==> src/rtl/spi_master_tx_multi.sv <==
// SPI master transmit shifter: single/dual/quad lanes, MSB- or LSB-first.
// Pulls words from a valid/ready FIFO port and shifts them out on tx_edge.
//
// Ports:
//   clk, rstn       clock, asynchronous active-low reset
//   en, tx_edge     shift enable and one-clk shift strobe
//   start, abort    begin a transfer / return to IDLE at once
//   mode, lsb_first lane mode and bit order, latched at start
//   bit_count       total bits of the transfer, latched at start
//   data, data_valid, data_ready   TX word handshake (ready is combinational)
//   sdo, sdo_oe     lane data and lane output enables
//   busy, tx_done, underrun        status, done/underrun are one-clk pulses
module spi_master_tx_multi #(
    parameter int DATA_WIDTH = 32,
    parameter int CNT_WIDTH  = 16
) (
    input  logic                  clk,
    input  logic                  rstn,
    input  logic                  en,
    input  logic                  tx_edge,
    input  logic                  start,
    input  logic                  abort,
    input  logic [1:0]            mode,
    input  logic                  lsb_first,
    input  logic [CNT_WIDTH-1:0]  bit_count,
    input  logic [DATA_WIDTH-1:0] data,
    input  logic                  data_valid,
    output logic                  data_ready,
    output logic [3:0]            sdo,
    output logic [3:0]            sdo_oe,
    output logic                  busy,
    output logic                  tx_done,
    output logic                  underrun
);

    localparam int WB_W = $clog2(DATA_WIDTH);
    localparam logic [CNT_WIDTH-1:0] CNT_ONE = 1;
    localparam logic [WB_W-1:0] WB_ONE = 1;
    localparam logic [CNT_WIDTH:0] EXT_ONE = 1;
    localparam logic [CNT_WIDTH:0] EXT_THREE = 3;

    typedef enum logic [1:0] {IDLE, LOAD, SHIFT, STALL} state_t;

    state_t                state;
    state_t                state_nxt;
    logic [DATA_WIDTH-1:0] sr;
    logic [CNT_WIDTH-1:0]  beat_cnt;
    logic [CNT_WIDTH-1:0]  target;
    logic [WB_W-1:0]       word_beat;
    logic [WB_W-1:0]       bpw_last;
    logic [1:0]            mode_q;
    logic [1:0]            rem_q;
    logic                  lsb_q;

    logic                  step;
    logic                  last_beat;
    logic                  word_end;
    logic                  go;
    logic [1:0]            mode_in;
    logic [CNT_WIDTH-1:0]  tgt_in;
    logic [1:0]            rem_in;
    logic [CNT_WIDTH:0]    sum1;
    logic [CNT_WIDTH:0]    sum3;
    logic [3:0]            raw;
    logic [3:0]            mask;

    assign step      = tx_edge & en;
    assign last_beat = (beat_cnt == target - CNT_ONE);
    assign word_end  = (word_beat == bpw_last);
    assign go        = start && (bit_count != '0);

    // Reserved mode 11 behaves as single lane.
    assign mode_in = (mode == 2'b11) ? 2'b00 : mode;
    assign sum1    = {1'b0, bit_count} + EXT_ONE;
    assign sum3    = {1'b0, bit_count} + EXT_THREE;

    // Beat target is ceil(bit_count/L); rem_in is the lane count used
    // by a partial final beat (0 when the final beat is full).
    always_comb begin
        tgt_in = bit_count;
        rem_in = 2'b00;
        case (mode_in)
            2'b01: begin
                tgt_in = sum1[CNT_WIDTH:1];
                rem_in = {1'b0, bit_count[0]};
            end
            2'b10: begin
                tgt_in = {1'b0, sum3[CNT_WIDTH:2]};
                rem_in = bit_count[1:0];
            end
            default: begin
                tgt_in = bit_count;
                rem_in = 2'b00;
            end
        endcase
    end

    always_comb begin
        case (mode_q)
            2'b01:   bpw_last = WB_W'(DATA_WIDTH / 2 - 1);
            2'b10:   bpw_last = WB_W'(DATA_WIDTH / 4 - 1);
            default: bpw_last = WB_W'(DATA_WIDTH - 1);
        endcase
    end

    // State register
    always_ff @(posedge clk or negedge rstn) begin
        if (!rstn) begin
            state <= IDLE;
        end else begin
            state <= state_nxt;
        end
    end

    // Next-state logic
    always_comb begin
        state_nxt = state;
        if (abort) begin
            state_nxt = IDLE;
        end else begin
            case (state)
                IDLE:  if (go) state_nxt = LOAD;
                LOAD:  if (data_valid) state_nxt = SHIFT;
                SHIFT: begin
                    if (step) begin
                        if (last_beat) begin
                            state_nxt = IDLE;
                        end else if (word_end && !data_valid) begin
                            state_nxt = STALL;
                        end
                    end
                end
                STALL: if (data_valid) state_nxt = SHIFT;
                default: state_nxt = IDLE;
            endcase
        end
    end

    // Output logic
    always_comb begin
        data_ready = 1'b0;
        tx_done    = 1'b0;
        underrun   = 1'b0;
        busy       = (state != IDLE);
        sdo_oe     = 4'b0000;
        if (!abort) begin
            case (state)
                LOAD, STALL: data_ready = data_valid;
                SHIFT: begin
                    if (step) begin
                        tx_done    = last_beat;
                        data_ready = !last_beat && word_end && data_valid;
                        underrun   = !last_beat && word_end && !data_valid;
                    end
                end
                default: ;
            endcase
        end
        if (state != IDLE) begin
            case (mode_q)
                2'b01:   sdo_oe = 4'b0011;
                2'b10:   sdo_oe = 4'b1111;
                default: sdo_oe = 4'b0001;
            endcase
        end
    end

    // Lane mapping plus zeroing of unused positions on a partial last beat.
    // STALL is excluded from masking so the held value stays as driven.
    always_comb begin
        raw  = 4'b0000;
        mask = 4'b1111;
        if (lsb_q) begin
            case (mode_q)
                2'b01:   raw = {2'b00, sr[1:0]};
                2'b10:   raw = sr[3:0];
                default: raw = {3'b000, sr[0]};
            endcase
        end else begin
            case (mode_q)
                2'b01:   raw = {2'b00, sr[DATA_WIDTH-1], sr[DATA_WIDTH-2]};
                2'b10:   raw = sr[DATA_WIDTH-1:DATA_WIDTH-4];
                default: raw = {3'b000, sr[DATA_WIDTH-1]};
            endcase
        end
        if (state == SHIFT && last_beat && rem_q != 2'b00) begin
            if (lsb_q) begin
                case (rem_q)
                    2'b01:   mask = 4'b0001;
                    2'b10:   mask = 4'b0011;
                    default: mask = 4'b0111;
                endcase
            end else if (mode_q == 2'b10) begin
                case (rem_q)
                    2'b01:   mask = 4'b1000;
                    2'b10:   mask = 4'b1100;
                    default: mask = 4'b1110;
                endcase
            end else begin
                mask = 4'b0010;
            end
        end
        sdo = (state == SHIFT || state == STALL) ? (raw & mask) : 4'b0000;
    end

    // Datapath: configuration, counters and shift register
    always_ff @(posedge clk or negedge rstn) begin
        if (!rstn) begin
            sr        <= '0;
            beat_cnt  <= '0;
            word_beat <= '0;
            target    <= '0;
            mode_q    <= 2'b00;
            rem_q     <= 2'b00;
            lsb_q     <= 1'b0;
        end else if (abort) begin
            sr        <= '0;
            beat_cnt  <= '0;
            word_beat <= '0;
        end else begin
            case (state)
                IDLE: begin
                    if (go) begin
                        mode_q    <= mode_in;
                        lsb_q     <= lsb_first;
                        target    <= tgt_in;
                        rem_q     <= rem_in;
                        beat_cnt  <= '0;
                        word_beat <= '0;
                    end
                end
                LOAD: begin
                    if (data_valid) begin
                        sr        <= data;
                        word_beat <= '0;
                    end
                end
                SHIFT: begin
                    if (step && !last_beat) begin
                        beat_cnt <= beat_cnt + CNT_ONE;
                        if (word_end) begin
                            word_beat <= '0;
                            if (data_valid) sr <= data;
                        end else begin
                            word_beat <= word_beat + WB_ONE;
                            case ({lsb_q, mode_q})
                                3'b001:  sr <= {sr[DATA_WIDTH-3:0], 2'b00};
                                3'b010:  sr <= {sr[DATA_WIDTH-5:0], 4'b0000};
                                3'b101:  sr <= {2'b00, sr[DATA_WIDTH-1:2]};
                                3'b110:  sr <= {4'b0000, sr[DATA_WIDTH-1:4]};
                                3'b100:  sr <= {1'b0, sr[DATA_WIDTH-1:1]};
                                default: sr <= {sr[DATA_WIDTH-2:0], 1'b0};
                            endcase
                        end
                    end
                end
                STALL: begin
                    if (data_valid) sr <= data;
                end
                default: ;
            endcase
        end
    end

endmodule

==> config.mk <==
export PLATFORM = sky130hd
export DESIGN_NAME = spi_master_tx_multi
export DESIGN_NICKNAME = d
export VERILOG_FILES = /design/src/rtl/spi_master_tx_multi.sv
export SDC_FILE = /design/constraint.sdc
export NUM_CORES = 1
export LEC_CHECK = 0
export ABC_AREA = 1
export CORE_AREA = 5 5 135 137
export CTS_CLUSTER_SIZE = 28
export DETAILED_ROUTE_END_ITERATION = 12
export DIE_AREA = 0 0 140 142
export SLEW_MARGIN = 40
export SYNTH_ARGS = -nofsm -noshare
export SYNTH_HDL_FRONTEND = slang
export SYNTH_SLANG_ARGS = --single-unit
==> constraint.sdc <==
create_clock -name clk -period 2.43 [get_ports clk]
set_input_delay 0.486 -clock clk [delete_from_list [all_inputs] [get_ports clk]]
set_output_delay 0.486 -clock clk [all_outputs]
set_load 0.02 [all_outputs]
==> reports/results.ini <==
[hold_path]
hold_class = input port to asynchronous set/reset pin

[timing]
setup_viol = 12
tns_ps = -2520
final_hold_viol_count = 0
fin_skew_ps = 11.8
setup_slack_ps = -397
fmaxAchievable_ghz = 0.354
layout_min_cycle_time_ps = 2830
rsz0062_at_grt = true
maxSlewHeadroom = 0.596
drv_slew = 0
finalCritPeriodShare = 1.16
worst_pin_slew_ps = 606
hold_slack_ps = 75.5

[outcome]
violations = setup timing
status = finished, violations left

[place]
gp_congestion = 0.924
dpl_cell_area_sq_um = 9430
hpwl_mm = 18.8
numPortBuffers = 69
place_ws_ps = -494

[grt]
grt_pass1_vias = 8128
grtUsageTotal = 0.248
antenna_found_initial = 0
gr-total-overflow = 0
grt_pass1_wl_mm = 41.1
grt_max_degree = 62

[yosys]
synthCells = 1172
synth_top_area_cell = dfrtp_1
netlist_area_sq_um = 7450
ys_seq_area_frac = 0.255
synth_area_leaders = dfrtp_1 26%, nand2_1 12%, o21ai_0 7.7%, inv_1 6.9%, nor2_1 5.9%
synth.avg_cell_area_sq_um = 6.36
syn-num-nets = 1246
synth.top_cell.area_share = 0.255
yosys_warnings = 0
synth_cell_types = 51
synth-seq-cells = 76

[setup_path]
crit_chain = buf_6 > nor2_4 > nand2_4 > nor2_4 > nand2_2 > nand2_2 > buf_4 > nand2_1 > nor3_1 > nand3_2 > nand3_1 > a21boi_1 > clkdlybuf4s15_2
rr_worst_depth = 16
crit_required_ps = 1940
r2r-start = target[0]$_DFFE_PN0P_
cp-start-kind = flop
path_delay_family = simple AND/OR/NAND/NOR gates
r2r_slack_ps = -10
critPathBufInv = 3
timing.rr.end = sr[20]$_DFFE_PN0P_
cp_data_arrival_time_ps = 2340
cp-end-kind = output port
cp_max_fo = 5
slowest_stage = dfrtp_1
cpPeakStageDelay_ps = 400
timing_worst_setup_path_type = flop to output port

[cells_and_area]
synthToLayoutAreaGrowth_pct = 39.5
final_common_cell = nand2_1
antenna_cells = 0
final_cell_mix = 202 x nand2_1, 162 x buf_4, 132 x inv_1, 106 x nor2_1, 105 x o21ai_0
drive_gt1_frac = 0.229
n_fill_cell = 1662
nets = 1450
fin_area_sq_um = 10400

[floorplanning]
fp.dieH_um = 142
io_pins = 70
start_util = 0.440
die_w_um = 140
dieArea_sq_um = 19900
rows = 48
core_sq_um = 16900

[clocking]
cts_sinks = 76
hold_buffers = 0
cts_tree = built
cts_htree_levels = 3
path_clk_slew_ps = 70
clock_latency_ps = 350
clockRootBuffer = clkbuf_16
tritoncts.num_buffers = 9
cts.path.max_buffers = 2

[detailed_routing]
postRouteWirelength_mm = 26.4
vias = 8851
route.detailed.drc = 0
antenna_left = 0
drt_iter0_markers = 666
wl_per_cell_um = 16.4
avgViaCountPerCell = 5.51
drt_first_pass_iters = 8

[power]
swShare = 0.487
clockPowerShare = 0.131
internal_power_uw = 5600
power_uw = 10900
vdd_drop_max_mv = 0.865
p_sw_uw = 5310
p_comb_frac = 0.686
p_leak_uw = 0.00477
powerDensity_nw_per_um2 = 1050
p_seq_frac = 0.184

[run]
cap_violations = 0

cells by family after synthesis:
kind of cell	synth area share
XOR/XNOR	0.0259
adder cells (fa/ha/maj)	0.0269
AND/OR/NAND/NOR	0.303
AO/OA/AOI/OAI	0.277
buffers and inverters	0.112
flip-flops	0.255
through the flow:
stage,cells,utilization
2_1_floorplan,1172,-
3_3_place_gp,1565,0.557
3_5_place_dp,1565,0.557
4_1_cts,1586,0.583
5_1_grt,1606,0.614
6_report,1606,0.614
synthesized netlist by cell type (all sizes together):
| master | count |
|---|---|
| a311oi | 1 |
| a221oi | 1 |
| o31ai | 1 |
| nand3b | 5 |
| o21bai | 23 |
| clkinv | 1 |
| o2111ai | 4 |
| a2bb2oi | 1 |
| a22oi | 3 |
| a211oi | 1 |
| o32ai | 1 |
| a31o | 1 |
| clkbuf | 53 |
| a31oi | 3 |
| o221ai | 5 |
| nor4 | 11 |
| a21oi | 79 |
| inv | 139 |
| nor2 | 125 |
| o211a | 2 |
| xnor2 | 6 |
| nand2 | 234 |
| xor2 | 16 |
| or2 | 1 |
| and2 | 1 |
| o22ai | 60 |
| ha | 16 |
| nand4 | 35 |
| a21boi | 2 |
| and3b | 1 |
| nor3 | 45 |
| dfrtp | 76 |
| o21ai | 142 |
| nand3 | 51 |
| buf | 12 |
| o211ai | 14 |
sequential cells by signal, indices dropped and copies added (netlist names):
register and count:
lsb_q 1, rem_q 2, word_beat 5, target 16, sr 32, mode_q 2, beat_cnt 16, state 2
per-layer routing:
metal,track usage,vias to the layer above,wire [um]
met3,0.0333,36,1210
met2,0.430,261,13000
met1,0.327,4125,11600
met4,0.0714,0,637
met5,0,-,0
li1,-,4429,-
power groups by stage:
stage | combinational [uW] | sequential [uW] | clock, uW
after floorplan | 4310 | 1910 | 0
after global placement | 6510 | 1960 | 0
after detailed placement | 6540 | 1970 | 0
after CTS | 6730 | 1970 | 1450
after global routing | 8170 | 2050 | 1510
final | 7480 | 2000 | 1420
what timing repair did:
item                       CTS  global route
resized for setup           69            66
pin swaps                   18            18
buffers inserted             4             9
setup endpoints to repair   26            65
cloned                       1            12
worst max-delay path by stage:
| stage | depth (start not counted) | end | from | slack, ps |
|---|---|---|---|---|
| after floorplan | 13 | sdo[1] | target[0]$_DFFE_PN0P_ | 100 |
| after global placement | 14 | sdo[3] | target[0]$_DFFE_PN0P_ | -450 |
| after detailed placement | 14 | sdo[2] | target[0]$_DFFE_PN0P_ | -490 |
| after CTS | 14 | sdo[2] | target[1]$_DFFE_PN0P_ | -390 |
| after global routing | 13 | data_ready | target[1]$_DFFE_PN0P_ | -560 |
| final | 13 | data_ready | target[1]$_DFFE_PN0P_ | -400 |
area by class of cell:
| class | instances | area [sq um] | share of cell area |
|---|---|---|---|
| clock buffer | 10 | 239 | 0.0230 |
| sequential | 76 | 1900 | 0.183 |
| tap | 225 | 282 | 0.0271 |
| multi-input combinational | 894 | 5000 | 0.481 |
| timing repair buffer | 255 | 2380 | 0.229 |
| clock inverter | 6 | 68.8 | 0.00662 |
| inverter | 140 | 526 | 0.0506 |
No activity file was read; power rests on OpenSTA's default activity.
